## config.mk

```make
export PLATFORM = sky130hd
export DESIGN_NAME = reg_scan_bank
export DESIGN_NICKNAME = d
export VERILOG_FILES = /design/src/rtl/reg_scan_bank.sv
export SDC_FILE = /design/constraint.sdc
export NUM_CORES = 1
export LEC_CHECK = 0
export ABC_AREA = 1
export CORE_ASPECT_RATIO = 1.4
export CORE_MARGIN = 3
export CORE_UTILIZATION = 38
export DETAILED_ROUTE_END_ITERATION = 16
export HOLD_SLACK_MARGIN = 0.1
export PLACE_DENSITY = 0.74
export SKIP_LAST_GASP = 1
export SYNTH_ARGS = -nofsm -noshare
export SYNTH_HDL_FRONTEND = slang
export SYNTH_SLANG_ARGS = --single-unit
```

## constraint.sdc

```tcl
create_clock -name clk -period 1.1 [get_ports clk]
set_clock_uncertainty 0.05 [all_clocks]
set_input_delay 0.22 -clock clk [delete_from_list [all_inputs] [get_ports clk]]
set_output_delay 0.22 -clock clk [all_outputs]
set_load 0.01 [all_outputs]
```

## src/rtl/reg_scan_bank.sv

```systemverilog
`default_nettype none
// ============================================================================
// Module   : reg_scan_bank
// Brief    : Register bank feeding an external Mux select tree, plus a scan
//            sequencer that streams a wrapping range of entries out via
//            valid/ready.
// Revision : 1.0 - initial release
// ============================================================================
module reg_scan_bank #(
    parameter int switch_bits = 1,
    parameter int data_width  = 8
) (
    input  logic                                      clk,
    input  logic                                      rst,
    input  logic                                      wr_en,
    input  logic [switch_bits-1:0]                    wr_addr,
    input  logic [data_width-1:0]                     wr_data,
    input  logic                                      start,
    input  logic [switch_bits-1:0]                    first,
    input  logic [switch_bits:0]                      len,
    output logic [(1<<switch_bits)*data_width-1:0]    bank_flat,
    output logic [switch_bits-1:0]                    sel,
    input  logic [data_width-1:0]                     mux_o,
    output logic                                      out_valid,
    input  logic                                      out_ready,
    output logic [data_width-1:0]                     out_data,
    output logic [switch_bits-1:0]                    out_addr,
    output logic                                      busy,
    output logic                                      done
);

    localparam int                 c_depth   = 1 << switch_bits;
    localparam logic [switch_bits:0] c_len_max = (switch_bits+1)'(c_depth);

    typedef enum logic [1:0] {
        S_IDLE = 2'd0,
        S_LOAD = 2'd1,
        S_OUT  = 2'd2,
        S_FIN  = 2'd3
    } state_t;

    state_t                  r_state;
    logic [data_width-1:0]   r_bank [c_depth];
    logic [switch_bits-1:0]  r_sel;
    logic [switch_bits:0]    r_remaining;
    logic                    r_out_valid;
    logic [data_width-1:0]   r_out_data;
    logic [switch_bits-1:0]  r_out_addr;
    logic [switch_bits:0]    w_len_clamped;

    assign w_len_clamped = (len > c_len_max) ? c_len_max : len;

    always_ff @(posedge clk or negedge rst) begin
        if (!rst) begin
            for (int i = 0; i < c_depth; i++) begin
                r_bank[i] <= '0;
            end
        end else if (wr_en) begin
            r_bank[wr_addr] <= wr_data;
        end
    end

    generate
        for (genvar gi = 0; gi < c_depth; gi++) begin : g_flat
            assign bank_flat[gi*data_width +: data_width] = r_bank[gi];
        end
    endgenerate

    // mux_o is driven from the registered bank, so a write landing on the
    // LOAD edge is not visible to that capture.
    always_ff @(posedge clk or negedge rst) begin
        if (!rst) begin
            r_state     <= S_IDLE;
            r_sel       <= '0;
            r_remaining <= '0;
            r_out_valid <= 1'b0;
            r_out_data  <= '0;
            r_out_addr  <= '0;
        end else begin
            case (r_state)
                S_IDLE: begin
                    if (start) begin
                        r_sel       <= first;
                        r_remaining <= w_len_clamped;
                        r_state     <= (w_len_clamped == '0) ? S_FIN : S_LOAD;
                    end
                end
                S_LOAD: begin
                    r_out_data  <= mux_o;
                    r_out_addr  <= r_sel;
                    r_out_valid <= 1'b1;
                    r_remaining <= r_remaining - 1'b1;
                    r_state     <= S_OUT;
                end
                S_OUT: begin
                    if (out_ready) begin
                        r_out_valid <= 1'b0;
                        if (r_remaining == '0) begin
                            r_state <= S_FIN;
                        end else begin
                            r_sel   <= r_sel + 1'b1;
                            r_state <= S_LOAD;
                        end
                    end
                end
                S_FIN: begin
                    r_state <= S_IDLE;
                end
                default: begin
                    r_state <= S_IDLE;
                end
            endcase
        end
    end

    assign sel       = r_sel;
    assign out_valid = r_out_valid;
    assign out_data  = r_out_data;
    assign out_addr  = r_out_addr;
    assign busy      = (r_state != S_IDLE);
    assign done      = (r_state == S_FIN);

endmodule
`default_nettype wire

```

==> impl_metrics.json <==
{
  "area_growth_pct": 63.5,
  "cts_made_buffers": 5,
  "max-cap-violations": 0,
  "yosys_register_bits": 31,
  "dominantRegCellSynth": "dfrtp_1",
  "final-hold-violation-count": 0,
  "drt_first_iter_violations": 14,
  "layout_worst_path_cycle_share": 1.20,
  "ys.warnings.count": 0,
  "design.core.area_um2": 3410,
  "detailedRoute.firstPassIterationCount": 4,
  "timing.critical_path.fanout_max": 2,
  "clockBufferDepth": 2,
  "finalWirelength_um": 3190,
  "grt_max_degree": 32,
  "fp-row-count": 25,
  "timing.slew.headroom": 0.857,
  "hpwl_um": 2300,
  "buffer_ports.inserted": 53,
  "path_clk_slew_ns": 0.07,
  "drc": 0,
  "die_w_um": 56.4,
  "setup.worst_path.class": "flip-flop to output pin",
  "timing_max_transition_violations_final": 0,
  "final-instance-count-excl-fill": 277,
  "antenna-diode-count": 0,
  "synth_cell_types": 20,
  "p_per_area_nw_per_um2": 2440,
  "worst_slack_ns": -0.223,
  "worst_setup_path_start_kind": "flip-flop",
  "grt-ovfl-total": 0,
  "fin_nets": 262,
  "arrival_ns": 1.05,
  "ys_async_sr_fraction": 1.00,
  "syn_inst": 153,
  "synth.net_count": 179,
  "tritoncts_clock_tree": "built",
  "syn_area_um2": 1350,
  "io_pins": 54,
  "antenna_violating_nets_post_route": 0,
  "syn-mean-instance-area_um2": 8.85,
  "clk_latency_ns": 0.28,
  "vdd_ir_drop_max_v": 0.00166,
  "vias_in_the_first_global_route": 1249,
  "setup_viol": 16,
  "power.static_leakage_nw": 1.17,
  "storage_cell_area_um2": 776,
  "grt_antenna_before_repair": 0,
  "violations_in_the_final_reports": "setup timing",
  "post-route-cell-area_um2": 2210,
  "placed_cells": 255,
  "cts_root_buffer": "clkbuf_8",
  "yosysSeqAreaShare": 0.573,
  "grt_pass1_wl_um": 5550,
  "clock_tree.htree_level_count": 2,
  "initial_core_util": 0.397,
  "floorplan.die_area_um2": 4330,
  "nFillCells": 283,
  "area_used_by_multi_input_combinational_logic_um2": 497,
  "status": "complete, but fails checks",
  "final_period_minus_worst_setup_slack_ns": 1.32,
  "synth_enable_flop_cells": 0,
  "worst_slew_pin_slew_ns": 0.212,
  "critical_path_required_ns": 0.83,
  "grt.total_usage": 0.165,
  "die_h_um": 76.6,
  "via_count": 1242,
  "number_of_sinks_driven_by_the_clock_tree": 31,
  "vias_per_cell": 4.48,
  "fmaxAchievable_mhz": 756,
  "hold_path_class": "primary input to async pin",
  "gpl.final_weighted_congestion": 0.705,
  "drive_gt1_frac": 0.350,
  "end_kind": "output pin",
  "place_area_um2": 2030,
  "unrepaired_setup_endpoints_after_global_routing": "yes",
  "cts_hold_buf": 0,
  "routed_wire_length_per_instance_um": 11.5
}
## cell families after synthesis
| logic type | count (synthesis) | share of synthesized area |
|---|---|---|
| AND/OR/NAND/NOR | 74 | 0.234 |
| AO/OA/AOI/OAI | 22 | 0.0924 |
| buffers and inverters | 25 | 0.0915 |
| flip-flops | 31 | 0.573 |
| adder cells (fa/ha/maj) | 1 | 0.00924 |
## path summary, 6_finish.rpt
check | start | endpoint | slack (ns) | cells after the start
worst max-delay path | r_state[1]$_DFFE_PN0P_ | busy | -0.22 | 4
worst min-delay path | rst | bank_flat[5]$_DFFE_PN0P_ | 0.25 | 2
worst max register to register | r_state[0]$_DFFE_PN0P_ | sel$_DFFE_PN0P_ | -0.16 | 8
worst min register to register | out_data[4]$_DFFE_PN0P_ | out_data[4]$_DFFE_PN0P_ | 0.43 | 2
max in group asynchronous | rst | sel$_DFFE_PN0P_ | 0.58 | 2
min in group clk | mux_o[6] | out_data[6]$_DFFE_PN0P_ | 0.42 | 3
## cells in the mapped netlist, types with 2 or more instances
master	count	area [µm²]
dfrtp_1	31	776
nand3_1	3	15.0
inv_1	18	67.6
buf_2	2	10.0
nand2_1	59	221
o21ai_2	2	17.5
o21ai_0	17	85.1
nor2_1	7	26.3
buf_6	3	33.8
## through the flow
step           power (mW)  setup TNS, ns  worst slack [ns]  utilization  hold slack [ns]
2_1_floorplan        2.95              0            0.0288            -           -0.126
3_3_place_gp         3.99          -4.10            -0.210        0.596            0.411
3_5_place_dp         4.06          -5.09            -0.238        0.596            0.419
4_1_cts              5.22          -1.67            -0.238        0.618            0.252
5_1_grt              5.82          -3.02            -0.266        0.649            0.259
6_report             5.41          -1.81            -0.223        0.649            0.247
## layout make-up
cell class / instances / share of cell area
multi-input combinational: 97 / 0.224
timing repair buffer: 81 / 0.315
clock inverter: 1 / 0.00339
sequential: 31 / 0.350
inverter: 20 / 0.0407
clock buffer: 7 / 0.0435
tap: 40 / 0.0226
## routing by layer
layer / global-route usage / wire length, µm / vias to the layer above
met1: 0.176 / 1230 / 557
met3: 0.0525 / 215 / 6
met4: 0.0713 / 46 / 0
met2: 0.289 / 1700 / 39
met5: 0 / 0 / -
li1: - / - / 640
## worst max-delay path, stage by stage (launching register included)
cell and delay (ns):
dfrtp_1 0.39, buf_6 0.13, nor2_4 0.11, inv_2 0.05, buf_6 0.11
## registers in the layout, indices dropped and copies added (netlist names)
register,count
sel,1
bank_flat,16
r_remaining,2
out_data,8
out_addr,1
r_state,2
out_valid,1
## what timing repair did
action,4_1_cts,5_1_grt
gates resized for setup,135,9
pin swaps,3,1
setup buffers,6,8
endpoints found under the setup margin,43,37
## cell usage in the layout, fill, tap and decap left out
cell             synthesis  routed
nand2_2                  1       4
nand2_8                  0       1
dfrtp_1                 31      31
buf_6                    3      11
nand2_1                 59      55
clkinvlp_4               0       1
nor2_2                   1       1
inv_4                    0       1
o21ai_1                  1       1
buf_8                    0       1
a21oi_2                  0       1
nor2_4                   1       2
clkbuf_8                 0       7
o22ai_2                  1       1
buf_4                    0      19
clkdlybuf4s50_1          0      24
ha_1                     1       1
buf_2                    2      23
inv_1                   18      16
inv_2                    1       2
nor2_8                   1       1
nand3_4                  0       1
clkinv_8                 0       1
o21ai_0                 17      17
o21ai_2                  2       2
nand3_1                  3       3
nor2_1                   7       6
buf_12                   0       3
## where the power goes
group | internal (mW) | leakage [nW] | switching [mW]
Combinational | 1.39 | 0.742 | 1.35
Clock | 0.569 | 0.0505 | 0.426
Sequential | 1.49 | 0.380 | 0.180
Total | 3.45 | 1.17 | 1.96
(Power assumes the default switching activity.)
